<file path="src/rtl/lif_sweep_ctrl.sv">
// Leaky integrate-and-fire sweep sequencer: read-modify-write of every neuron in one SRAM bank.
// Build option: define LIF_SATURATE_EN to clamp v_next instead of wrapping it.
module lif_sweep_ctrl #(
  parameter int unsigned WIDTH      = 32,
  parameter int unsigned DEPTH      = 256,
  parameter int unsigned LEAK_SHIFT = 4,
  parameter int          THRESHOLD  = 1000,
  parameter int          V_RESET    = 0,
  localparam int unsigned AW        = $clog2(DEPTH)
) (
  input  logic             clk,
  input  logic             reset,
  input  logic             start,
  input  logic [WIDTH-1:0] cur_in,
  input  logic [WIDTH-1:0] sram_rdata,
  output logic [AW-1:0]    sram_addr,
  output logic             sram_we,
  output logic [WIDTH-1:0] sram_wdata,
  output logic             busy,
  output logic             spike_valid,
  output logic [AW-1:0]    spike_id,
  output logic             done
);

  localparam logic signed [WIDTH-1:0] ThrW    = WIDTH'(THRESHOLD);
  localparam logic signed [WIDTH-1:0] VResetW = WIDTH'(V_RESET);
  localparam logic [AW-1:0]           LastIdx = AW'(DEPTH - 1);

  typedef enum logic [1:0] {
    StIdle,
    StRead,
    StUpdate
  } state_e;

  state_e          state_q, state_d;
  logic [AW-1:0]   idx_q, idx_d;
  logic            spike_valid_q, spike_valid_d;
  logic [AW-1:0]   spike_id_q, spike_id_d;
  logic            done_q, done_d;

  // ---------------------------------------------------------------------------
  // Neuron datapath (only meaningful while in StUpdate)
  // ---------------------------------------------------------------------------
  logic signed [WIDTH-1:0] v;
  logic signed [WIDTH-1:0] leak;
  logic signed [WIDTH-1:0] cur;
  logic signed [WIDTH-1:0] v_next;
  logic                    fire;

  assign v    = $signed(sram_rdata);
  assign cur  = $signed(cur_in);
  assign leak = v >>> LEAK_SHIFT;

`ifdef LIF_SATURATE_EN
  logic [WIDTH:0] sum_wide;

  always_comb begin
    sum_wide = {v[WIDTH-1], v} - {leak[WIDTH-1], leak} + {cur[WIDTH-1], cur};
    // Sign bit and the extra guard bit disagree only when the result left the WIDTH range.
    if (sum_wide[WIDTH] != sum_wide[WIDTH-1]) begin
      v_next = sum_wide[WIDTH] ? {1'b1, {(WIDTH-1){1'b0}}} : {1'b0, {(WIDTH-1){1'b1}}};
    end else begin
      v_next = sum_wide[WIDTH-1:0];
    end
  end
`else
  // Two's-complement wrap: identical to the low WIDTH bits of the wide sum.
  always_comb begin
    v_next = v - leak + cur;
  end
`endif

  assign fire = (v_next >= ThrW);

  // ---------------------------------------------------------------------------
  // Sweep FSM and SRAM drive
  // ---------------------------------------------------------------------------
  always_comb begin
    state_d       = state_q;
    idx_d         = idx_q;
    sram_addr     = idx_q;
    sram_we       = 1'b0;
    sram_wdata    = '0;
    spike_valid_d = 1'b0;
    spike_id_d    = '0;
    done_d        = 1'b0;

    unique case (state_q)
      StIdle: begin
        if (start) begin
          state_d = StRead;
          idx_d   = '0;
        end
      end
      StRead: begin
        state_d = StUpdate;
      end
      StUpdate: begin
        sram_we       = 1'b1;
        sram_wdata    = fire ? VResetW : v_next;
        spike_valid_d = fire;
        spike_id_d    = fire ? idx_q : '0;
        if (idx_q == LastIdx) begin
          // Park idx at zero so the idle address bus stays quiet.
          state_d = StIdle;
          idx_d   = '0;
          done_d  = 1'b1;
        end else begin
          state_d = StRead;
          idx_d   = idx_q + AW'(1);
        end
      end
      default: begin
        state_d = StIdle;
        idx_d   = '0;
      end
    endcase
  end

  always_ff @(posedge clk or posedge reset) begin
    if (reset) begin
      state_q       <= StIdle;
      idx_q         <= '0;
      spike_valid_q <= 1'b0;
      spike_id_q    <= '0;
      done_q        <= 1'b0;
    end else begin
      state_q       <= state_d;
      idx_q         <= idx_d;
      spike_valid_q <= spike_valid_d;
      spike_id_q    <= spike_id_d;
      done_q        <= done_d;
    end
  end

  assign busy        = (state_q != StIdle);
  assign spike_valid = spike_valid_q;
  assign spike_id    = spike_id_q;
  assign done        = done_q;

  // ---------------------------------------------------------------------------
  // Invariants
  // ---------------------------------------------------------------------------
  a_we_only_busy : assert property (@(posedge clk) disable iff (reset) sram_we |-> busy);
  a_done_idle    : assert property (@(posedge clk) disable iff (reset) done |-> !busy);

endmodule

</file>
<file path="config.mk">
export PLATFORM = sky130hd
export DESIGN_NAME = lif_sweep_ctrl
export DESIGN_NICKNAME = d
export VERILOG_FILES = /design/src/rtl/lif_sweep_ctrl.sv
export SDC_FILE = /design/constraint.sdc
export NUM_CORES = 1
export LEC_CHECK = 0
export CORE_ASPECT_RATIO = 0.5
export CORE_MARGIN = 1
export CORE_UTILIZATION = 50
export CTS_CLUSTER_SIZE = 14
export DETAILED_ROUTE_END_ITERATION = 8
export DONT_BUFFER_PORTS = 1
export SYNTH_ARGS = -nofsm -noshare
export SYNTH_HDL_FRONTEND = slang
export SYNTH_SLANG_ARGS = --single-unit
</file>
<file path="constraint.sdc">
create_clock -name clk -period 6 [get_ports clk]
set_input_delay 0 -clock clk [delete_from_list [all_inputs] [get_ports clk]]
set_output_delay 0 -clock clk [all_outputs]
set_load 0.03 [all_outputs]
</file>
==> results.py <==
metrics = {
    "synthesis": {
        "netlist_area_um2": 4430,
        "synth.net_count": 743,
        "synthFlopType": "dfrtp_1",
        "synth.avg_cell_area_um2": 7.25,
        "yosysSeqAreaShare_pct": 11.3,
        "synth-async-reset-ratio_pct": 100,
        "synth_edf_count": 0,
        "netlist_instances": 612,
        "yosysWarnings": 0,
        "ys_ff_latch": 20,
        "synth.distinct_cells": 70,
    },
    "finish": {
        "finalNonFillerCells": 709,
        "final_nets": 729,
        "final_layout_size_suffix_gt1_share_pct": 5.19,
        "syn_to_final_growth_pct": 3.22,
        "multiInputGateArea_um2": 3280,
        "design_area_um2": 4580,
        "register_area_um2": 500,
        "n_antenna_cell": 0,
        "nFillCells": 874,
    },
    "clocking": {
        "cts_root_buf": "clkbuf_16",
        "cts-resized-gates": 0,
        "clockBufferDepth": 2,
        "clk_pin_slew_ps": 60,
        "cts_tree": "yes",
        "clk_latency_ps": 250,
        "cts_inserted_buffers": 3,
        "cts_hold_buf": 2,
        "post_cts_buffers": 0,
        "htreeDepth": 1,
        "clkSinkCount": 20,
    },
    "hold_path": {
        "worstHoldStart": "start",
        "hold_depth": 3,
        "hold_end": "sram_addr[0]",
        "hold_path.class": "input port to flop",
    },
    "timing": {
        "whs_ps": 159,
        "finalCritPeriodShare_pct": 72.1,
        "slew_headroom_pct": 19.7,
        "setup-violations-final": 0,
        "tightest_slew_ps": 1200,
        "maxSlewViolCount": 0,
        "period_needed_ps": 4330,
        "fin_skew_ps": 1.59,
        "fmax_mhz": 231,
        "fin_ws_ps": 1670,
        "rsz0062_at_grt": "false",
        "finalSetupTns_ps": 0,
        "hold_violations": 0,
    },
    "worst_setup_path": {
        "path_class": "input port to primary output",
        "critPathRequiredTime_ps": 6000,
        "crit_path_top_delay_cell": "nor3_1",
        "rr_worst_depth": 6,
        "r2r_start": "state_q[0]",
        "worstPathArrival_ps": 4330,
        "rrSetupSlack_ps": 2690,
        "crit_start": "cur_in[1]",
        "endpoint_kind": "primary output",
        "worst_r2r_endpoint": "sram_addr[3]",
        "start_kind": "input port",
        "crit_fanout": 29,
        "path_common_cell": "inv_1",
        "slowest_delay_ps": 940,
        "cp_cell_sequence": "inv_1, fa_1, inv_1, ha_1, a21o_1, nand4_2, a211o_1, a211oi_1, o21ai_0, a221oi_1, xnor2_2, nand2b_1, nor3_1",
    },
    "place": {
        "place_congestion": 0.881,
        "pre_cts_slack_ps": 1680,
        "numPortBuffers": 0,
        "dpl-instance-area_um2": 4450,
        "dp_cells": 703,
        "dp_hpwl_um": 9560,
    },
    "floorplan": {
        "die_h_um": 68.6,
        "core_um2": 8290,
        "num_rows": 23,
        "die_x_um": 135,
        "start_util_pct": 53.5,
        "num_io_pins": 119,
        "fp.dieArea_um2": 9270,
    },
    "run": {
        "drv_cap": 0,
    },
    "drt": {
        "wirelength_um": 11400,
        "drc": 0,
        "via_per_inst": 5.74,
        "vias": 4073,
        "wl_per_cell_um": 16.1,
        "drtPass1Iterations": 5,
        "drtIter0Drc": 298,
        "ant_nets": 0,
    },
    "pwr": {
        "irDropWorstVdd_v": 0.000240,
        "powerDensity_nw_per_um2": 292,
        "leakage_nw": 2.32,
    },
    "global_routing": {
        "grt_max_degree": 30,
        "antenna_found_initial": 0,
        "grtUsageTotal_pct": 24.4,
        "grt.overflow.total": 0,
        "grt_pass1_wl_um": 17900,
        "grt_pass1_vias": 3614,
    },
    "status": {
        "outcome": "complete, no violations",
    },
}
## metrics by stage
| step | utilization [%] | total power [mW] |
|---|---|---|
| 5_1_grt | 55.2 | 1.45 |
| 6_report | 55.2 | 1.34 |
| 4_1_cts | 55.2 | 1.33 |
| 3_3_place_gp | 53.7 | 1.13 |
| 2_1_floorplan | - | 0.977 |
| 3_5_place_dp | 53.7 | 1.14 |
## state kept, by name (all words and copies together) (netlist names)
signal,count
done,1
spike_id,8
spike_valid,1
sram_addr,8
state_q,2
## cells by family after synthesis
logic type	count (synthesis)	synth area share (%)
and+or+nand+nor	186	21.3
buffers and inverters	160	15.0
AOI/OAI and AO/OA	159	24.6
adders and majority gates	64	23.3
xor gates and xnor gates	21	4.15
DFF	20	11.3
muxes	2	0.451
## area by class of cell
class,count,area share (%)
multi-input cells,432,71.6
inverters,136,11.2
clock inverters,1,0.656
clock buffers,3,1.64
flip-flops and latches,20,10.9
repair buffers,5,0.929
well taps,112,3.06
## placed cells by master, fill, tap and decap left out, types with 3 or more instances in the layout
cell	n
o21a_1	8
o21bai_1	3
o21ai_0	23
nand2b_1	5
ha_1	33
o211ai_1	3
and3_1	10
xnor2_1	10
xor2_1	10
a21boi_0	3
and2_1	5
nor4_1	7
buf_4	3
a221oi_1	4
inv_1	136
nor3_1	20
nor2b_1	4
nand4_1	9
nor2_1	39
dfrtp_1	20
a31o_2	3
clkbuf_16	3
o32ai_1	3
fa_1	31
a211oi_1	7
nand3_1	22
a21o_1	12
o22ai_1	4
o21ai_1	3
a21oi_1	48
nand2_1	46
or2_2	3
a211o_1	5
a31oi_1	5
## critical path: cells and delay by family
| family | cells | cell delay, ps |
|---|---|---|
| adder cells (fa/ha/maj) | 2 | 860 |
| AO/OA/AOI/OAI | 5 | 1310 |
| buffers and inverters | 2 | 90 |
| XOR/XNOR | 1 | 410 |
| AND/OR/NAND/NOR | 3 | 1630 |
## how the worst max path moves through the flow
| stage | end | slack (ps) | cells after the start |
|---|---|---|---|
| CTS | sram_wdata[21] | 1660 | 13 |
| detailed placement | sram_wdata[21] | 1680 | 13 |
| finish | sram_wdata[21] | 1670 | 13 |
| global placement | sram_wdata[21] | 1750 | 13 |
| floorplan | sram_wdata[10] | 2420 | 14 |
| global route | sram_wdata[21] | 1390 | 13 |
## cells in the mapped netlist, types with 3 or more instances
cell / number / area share (%)
a21boi_0: 3 / 0.51
nor2b_1: 4 / 0.56
a211oi_1: 7 / 1.2
buf_4: 3 / 0.51
and3_1: 10 / 1.4
ha_1: 33 / 9.3
o21bai_1: 3 / 0.51
dfrtp_1: 20 / 11
a21oi_1: 48 / 5.4
o32ai_1: 3 / 0.59
fa_1: 31 / 14
nor3_1: 20 / 2.3
a31o_2: 3 / 0.59
nor4_1: 7 / 0.99
o211ai_1: 3 / 0.51
clkbuf_1: 13 / 1.1
o21ai_1: 3 / 0.34
a211o_1: 5 / 0.99
buf_6: 5 / 1.3
inv_1: 136 / 12
and2_1: 5 / 0.71
nand2b_1: 5 / 0.71
nand3_1: 22 / 2.5
nand2_1: 46 / 3.9
a31oi_1: 5 / 0.71
o21a_1: 8 / 1.4
a21o_1: 12 / 2.0
xnor2_1: 11 / 2.2
nor2_1: 39 / 3.3
or2_2: 3 / 0.42
o21ai_0: 23 / 2.6
nand4_1: 9 / 1.3
o22ai_1: 4 / 0.56
a221oi_1: 4 / 0.79
xor2_1: 10 / 2.0
## layer usage
metal | up-vias | share of wire, % | track usage [%]
met5 | - | 0 | 0
met4 | 0 | 0.35 | 2.39
met3 | 6 | 6.5 | 3.80
met2 | 140 | 41 | 39.9
met1 | 1895 | 52 | 35.2
li1 | 2032 | - | -
## where the power goes
part | total (mW) | switching, mW | internal, mW | leakage [nW]
Combinational | 0.972 | 0.667 | 0.306 | 2.00
Sequential | 0.181 | 0.0311 | 0.149 | 0.275
Clock | 0.182 | 0.0498 | 0.132 | 0.0511
No activity file was read; power rests on OpenSTA's default activity.
